--- src/rtl/mmio_hub.sv ---
// mmio_hub: peripheral hub between the core data port and data memory.
// Decodes a 256-byte MMIO window, keeps core writes to that window away from
// data memory, and serves a UART TX FIFO, a cycle counter and a drop counter.
// Everything outside the window passes through to data memory unchanged.
//
// Ports:
//   clk, rst              clock; asynchronous active-high reset
//   dmemAddr/Wdata/Size   core data-port address, write data and access size
//   dmemWen               core write enable
//   dmemRdata             read data returned to the core (combinational mux)
//   memWen                data-memory write enable (dmemWen outside the window)
//   memRdata              read data from data memory
//   uartData/uartValid    FIFO head byte and non-empty flag
//   uartReady             sink accepts the head byte
module mmio_hub #(
  parameter logic [31:0]  MMIO_BASE  = 32'hFFFF_FF00,
  parameter int unsigned  FIFO_DEPTH = 8,
  parameter int unsigned  CNT_WIDTH  = 32
) (
  input  logic        clk,
  input  logic        rst,
  input  logic [31:0] dmemAddr,
  input  logic [31:0] dmemWdata,
  input  logic [2:0]  dmemSize,
  input  logic        dmemWen,
  output logic [31:0] dmemRdata,
  output logic        memWen,
  input  logic [31:0] memRdata,
  output logic [7:0]  uartData,
  output logic        uartValid,
  input  logic        uartReady
);

  localparam int unsigned PTR_W = (FIFO_DEPTH > 1) ? $clog2(FIFO_DEPTH) : 1;
  localparam int unsigned LVL_W = PTR_W + 1;

  // Word offsets (dmemAddr[7:2]) of the registers inside the window
  localparam logic [5:0] OFF_UART_TX   = 6'h3F;
  localparam logic [5:0] OFF_UART_STAT = 6'h3E;
  localparam logic [5:0] OFF_CNT_CTRL  = 6'h3D;
  localparam logic [5:0] OFF_CNT_LO    = 6'h3C;
  localparam logic [5:0] OFF_CNT_HI    = 6'h3B;
  localparam logic [5:0] OFF_DROPS     = 6'h3A;

  logic             mmio_sel;
  logic [5:0]       word;
  logic             reg_wr;
  logic [31:0]      reg_rdata;

  logic [7:0]       fifo_mem [FIFO_DEPTH];
  logic [PTR_W-1:0] wr_ptr;
  logic [PTR_W-1:0] rd_ptr;
  logic [LVL_W-1:0] level;
  logic             full;
  logic             empty;
  logic             push_req;
  logic             push_ok;
  logic             pop;
  logic             drop;

  logic [15:0]      drops;
  logic             drops_clr;

  logic                 run;
  logic [CNT_WIDTH-1:0] cnt;
  logic [63:0]          cnt_ext;
  logic                 ctrl_wr;

  // dmemSize only matters to data memory; the hub ignores it
  logic unused_size;
  assign unused_size = ^dmemSize;

  // Address decode and memory write gating
  assign mmio_sel = (dmemAddr[31:8] == MMIO_BASE[31:8]);
  assign word     = dmemAddr[7:2];
  assign reg_wr   = dmemWen && mmio_sel;
  assign memWen   = dmemWen && !mmio_sel;

  // FIFO status and handshake
  assign full      = (level == LVL_W'(FIFO_DEPTH));
  assign empty     = (level == '0);
  assign uartValid = !empty;
  assign uartData  = empty ? 8'h00 : fifo_mem[rd_ptr];
  assign pop       = uartValid && uartReady;
  assign push_req  = reg_wr && (word == OFF_UART_TX);
  // A full FIFO still accepts a push when the head leaves in the same cycle
  assign push_ok   = push_req && (!full || pop);
  assign drop      = push_req && full && !pop;

  assign drops_clr = reg_wr && (word == OFF_DROPS);
  assign ctrl_wr   = reg_wr && (word == OFF_CNT_CTRL);

  assign cnt_ext   = 64'(cnt);

  // Register read mux; unmapped offsets read zero
  always_comb begin
    reg_rdata = 32'h0;
    case (word)
      OFF_UART_STAT: reg_rdata = {16'h0, 8'(level), 6'h0, full, empty};
      OFF_CNT_CTRL:  reg_rdata = {31'h0, run};
      OFF_CNT_LO:    reg_rdata = cnt_ext[31:0];
      OFF_CNT_HI:    reg_rdata = cnt_ext[63:32];
      OFF_DROPS:     reg_rdata = {16'h0, drops};
      default:       reg_rdata = 32'h0;
    endcase
  end

  assign dmemRdata = mmio_sel ? reg_rdata : memRdata;

  // FIFO storage; contents are don't-care while empty, so no reset
  always_ff @(posedge clk) begin
    if (push_ok) begin
      fifo_mem[wr_ptr] <= dmemWdata[7:0];
    end
  end

  // FIFO pointers and level
  always_ff @(posedge clk or posedge rst) begin
    if (rst) begin
      wr_ptr <= '0;
      rd_ptr <= '0;
      level  <= '0;
    end else begin
      if (push_ok) wr_ptr <= wr_ptr + PTR_W'(1);
      if (pop)     rd_ptr <= rd_ptr + PTR_W'(1);
      case ({push_ok, pop})
        2'b10:   level <= level + LVL_W'(1);
        2'b01:   level <= level - LVL_W'(1);
        default: level <= level;
      endcase
    end
  end

  // Saturating drop counter; a clear beats a simultaneous drop
  always_ff @(posedge clk or posedge rst) begin
    if (rst) begin
      drops <= 16'h0;
    end else if (drops_clr) begin
      drops <= 16'h0;
    end else if (drop && (drops != 16'hFFFF)) begin
      drops <= drops + 16'd1;
    end
  end

  // Cycle counter: increments on the old run value, clear overrides
  always_ff @(posedge clk or posedge rst) begin
    if (rst) begin
      run <= 1'b0;
      cnt <= '0;
    end else begin
      if (ctrl_wr) run <= dmemWdata[0];
      if (ctrl_wr && dmemWdata[1]) begin
        cnt <= '0;
      end else if (run) begin
        cnt <= cnt + CNT_WIDTH'(1);
      end
    end
  end

endmodule

--- config.mk ---
export PLATFORM = sky130hd
export DESIGN_NAME = mmio_hub
export DESIGN_NICKNAME = d
export VERILOG_FILES = /design/src/rtl/mmio_hub.sv
export SDC_FILE = /design/constraint.sdc
export NUM_CORES = 1
export LEC_CHECK = 0
export CAP_MARGIN = 20
export CORE_ASPECT_RATIO = 0.9
export CORE_MARGIN = 5
export CORE_UTILIZATION = 51
export CTS_CLUSTER_SIZE = 20
export DETAILED_ROUTE_END_ITERATION = 8
export GPL_TIMING_DRIVEN = 0
export PLACE_DENSITY_LB_ADDON = 0.25
export SLEW_MARGIN = 20
export SYNTH_ARGS = -nofsm -noshare
export SYNTH_HDL_FRONTEND = slang
export SYNTH_SLANG_ARGS = --single-unit
export TNS_END_PERCENT = 10
--- constraint.sdc ---
create_clock -name clk -period 4.7 [get_ports clk]
set_input_delay 1.41 -clock clk [delete_from_list [all_inputs] [get_ports clk]]
set_output_delay 1.41 -clock clk [all_outputs]
set_load 0.01 [all_outputs]
==> metrics.yaml <==
synth_fa_ha_area_share_pct: 0.9976
syn-cell-area_um2: 6271
yosys_warnings: 0
setup_viol: 0
reg2reg_slack_ps: 1850
drt_iter0_markers: 544
critPathKind: "input pin to output port"
yosys.area.top_type: "edfxtp_1"
ys_seq_elements: 123
max_freq_mhz: 213.3
gp_congestion: 0.9216
tns_ps: 0
yosysUniqueCellTypes: 45
ant_nets: 0
dp.cells: 842
drc_errors: 0
dieHeight_um: 115.2
holdPathStages: 2
r2r-start: "level[0]"
rsz0062_at_grt: "true"
cp_slowest_cell: "or4_4"
max_slew_margin_pct: 35.72
startpoint_type: "input pin"
place_area_um2: 7712
required_ps: 3290
cts_tree: "done"
insertion_delay_ps: 410
dr.pass1.iters: 5
nets: 819
layout-drive-gt1-share_pct: 20.03
synth.top_cell.area_share_pct: 30.65
insertedDiodeCount: 0
crit_path_cell_trace: "dlygate4sd2_1 > nand4_1 > or4_4 > nor3_4 > buf_4 > nor2_1 > nor2_1 > dlygate4sd2_1"
muxShareOfSynthArea_pct: 9.637
r2r_cells: 10
via_per_inst: 5.846
synthSimpleGateAreaFrac_pct: 18.93
outcome: "complete, no violations"
endpoint_kind: "output port"
min_period_ps: 4689
reg2reg_to: "level[2]"
worst_hold_startpoint: "cnt[18]"
dp_slack_ps: -1125
root_buffer: "clkbuf_16"
synth-main-ff-cell: "edfxtp_1"
synth_compound_area_share_pct: 7.761
synthCells: 563
async_flop_share_pct: 47.97
row_count: 38
ir_drop_v: 0.0002672
fp.dieW_um: 126.9
worstPathMaxFanout: 6
worst_pin_slew_ps: 956.3
fin_ws_ps: 10.82
grt_pass1_wl_um: 27080
leakage_nw: 3.186
arrival_ps: 3280
p_per_area_nw_per_um2: 410.6
grt_use_total_pct: 23.72
skew_ps: 5.377
core_um2: 12030
final_max_slew_viol_count: 0
grt_overflow: 0
hold_path.class: "register to register"
ios: 145
antenna_found_initial: 0
synth_edf_count: 64
slowest_delay_ps: 570
post-route-period-util_pct: 99.77
final_area_um2: 8502
grt_pass1_vias: 5208
initial_utilization_pct: 52.13
io_buffers: 113
numCtsBuffers: 17
stdcell_count: 884
ys_seq_area_share_pct: 54.19
synth_top_family_by_area: "simple AND/OR/NAND/NOR gates"
n_fill_cell: 823
floorplan.die_area_um2: 14620
clkTransAtPathRegs_ps: 60
holdPathEnd: "cnt[18]"
grt_max_degree: 60
synth.avg_cell_area_um2: 11.14
fin_util_pct: 70.68
area_growth_pct: 35.57
critical-path-top-delay-family: "simple AND/OR/NAND/NOR gates"
synthTopCellsByArea: "edfxtp_1 (31%), dfrtp_1 (24%), mux4_2 (5.7%)"
cp_num_buf_inv: 3
clock_sinks: 123
synthXorXnorAreaFrac_pct: 5.587
seqCellArea_um2: 3398
clock_path_buffers: 2
power.total_mw: 3.491
finalWirelength_um: 16840
route.vias.total: 5168
multiInputGateArea_um2: 2820
h-tree-depth: 4
whs_ps: 573.6
drv_cap: 0
finalHoldViolCount: 0
dpl.hpwl_um: 11330
wl_per_cell_um: 19.04
syn_nets: 671
[tightest hold or removal path: cells and delay by family, from the launching register on]
kind / cells / cell delay, ps
XOR/XNOR: 1 / 80
flip-flops: 1 / 380
AND/OR/NAND/NOR: 1 / 70
[synth_stat cells, types with 2 or more instances]
library cell / n
nand2_1: 73
edfxtp_1: 64
nor2_1: 60
dfrtp_1: 59
o21ai_0: 39
nand4_1: 27
xor2_1: 23
clkbuf_1: 20
xnor2_1: 17
mux4_2: 16
a22oi_1: 15
a21oi_1: 13
nand3_1: 13
mux2i_1: 12
mux2_2: 11
and3_1: 10
inv_1: 9
nor3_1: 8
or3_1: 8
buf_2: 7
nor4_1: 7
or4_1: 6
and4_1: 5
ha_1: 5
and2_1: 4
nor4_2: 4
o31ai_1: 4
or2_2: 3
buf_1: 2
buf_6: 2
o2111a_1: 2
or4b_4: 2
[layout make-up]
type | count | share of cell area [%]
clock inverters | 13 | 2.796
flip-flops and latches | 123 | 39.97
plain buffers | 32 | 2.266
multi-input cells | 399 | 33.17
repair buffers | 129 | 13.80
clock buffers | 19 | 5.210
well taps | 160 | 2.355
inverters | 9 | 0.4268
[worst max path at each step]
stage	start	to	slack [ps]	depth (start not counted)
floorplan	dmemAddr[8]	dmemRdata[10]	270	6
global placement	dmemAddr[8]	dmemRdata[14]	-1090	8
detailed placement	dmemAddr[29]	dmemRdata[12]	-1130	8
CTS	dmemAddr[20]	dmemRdata[0]	-70	8
global route	dmemAddr[27]	dmemRdata[0]	-70	8
finish	dmemAddr[27]	dmemRdata[0]	10	8
[timing repair]
| item | in CTS | in global routing |
|---|---|---|
| endpoints found under the hold margin | 0 | 0 |
| gates resized for setup | 134 | 24 |
| gates cloned | 1 | 0 |
| endpoints found under the setup margin | 33 | 39 |
| pin swaps | 12 | 6 |
| hold buffers | 0 | 0 |
| setup buffers | 7 | 2 |
[flip-flops by register name, indices dropped and copies added (netlist names)]
| register | count |
|---|---|
| run | 1 |
| cnt | 32 |
| wr_ptr | 3 |
| fifo_mem | 64 |
| rd_ptr | 3 |
| level | 4 |
| drops | 16 |
[logic make-up after synthesis]
family / after synthesis
flip-flops: 123
XOR/XNOR: 40
AO/OA/AOI/OAI: 80
AND/OR/NAND/NOR: 235
adder cells (fa/ha/maj): 5
buffers and inverters: 41
multiplexers: 39
[power by group]
group,internal (mW),total [mW],switching [mW]
registers,1.16,1.18,0.0122
logic,0.423,0.813,0.390
clock network,1.01,1.50,0.487
total,2.60,3.49,0.889
[placed cells by master, fill, tap and decap left out, drive strengths merged, types with 6 or more instances in the layout]
master         instances
nand2                 73
edfxtp                64
clkdlybuf4s50         64
nor2                  60
dfrtp                 59
buf                   47
o21ai                 40
clkbuf                34
dlygate4sd2           32
nand4                 27
xor2                  23
xnor2                 17
mux4                  16
a22oi                 15
nand3                 13
a21oi                 13
mux2i                 12
inv                   12
mux2                  11
nor4                  11
and3                  10
nor3                   9
or3                    8
bufinv                 6
or4                    6
[per-layer routing]
| layer | wire, um | track usage, % | up-vias |
|---|---|---|---|
| met2 | 8194 | 38.72 | 222 |
| met3 | 1191 | 5.852 | 26 |
| met1 | 7195 | 31.98 | 2541 |
| met5 | 0 | 0 | - |
| li1 | - | - | 2379 |
| met4 | 254 | 6.719 | 0 |
No activity file was read; power rests on OpenSTA's default activity.
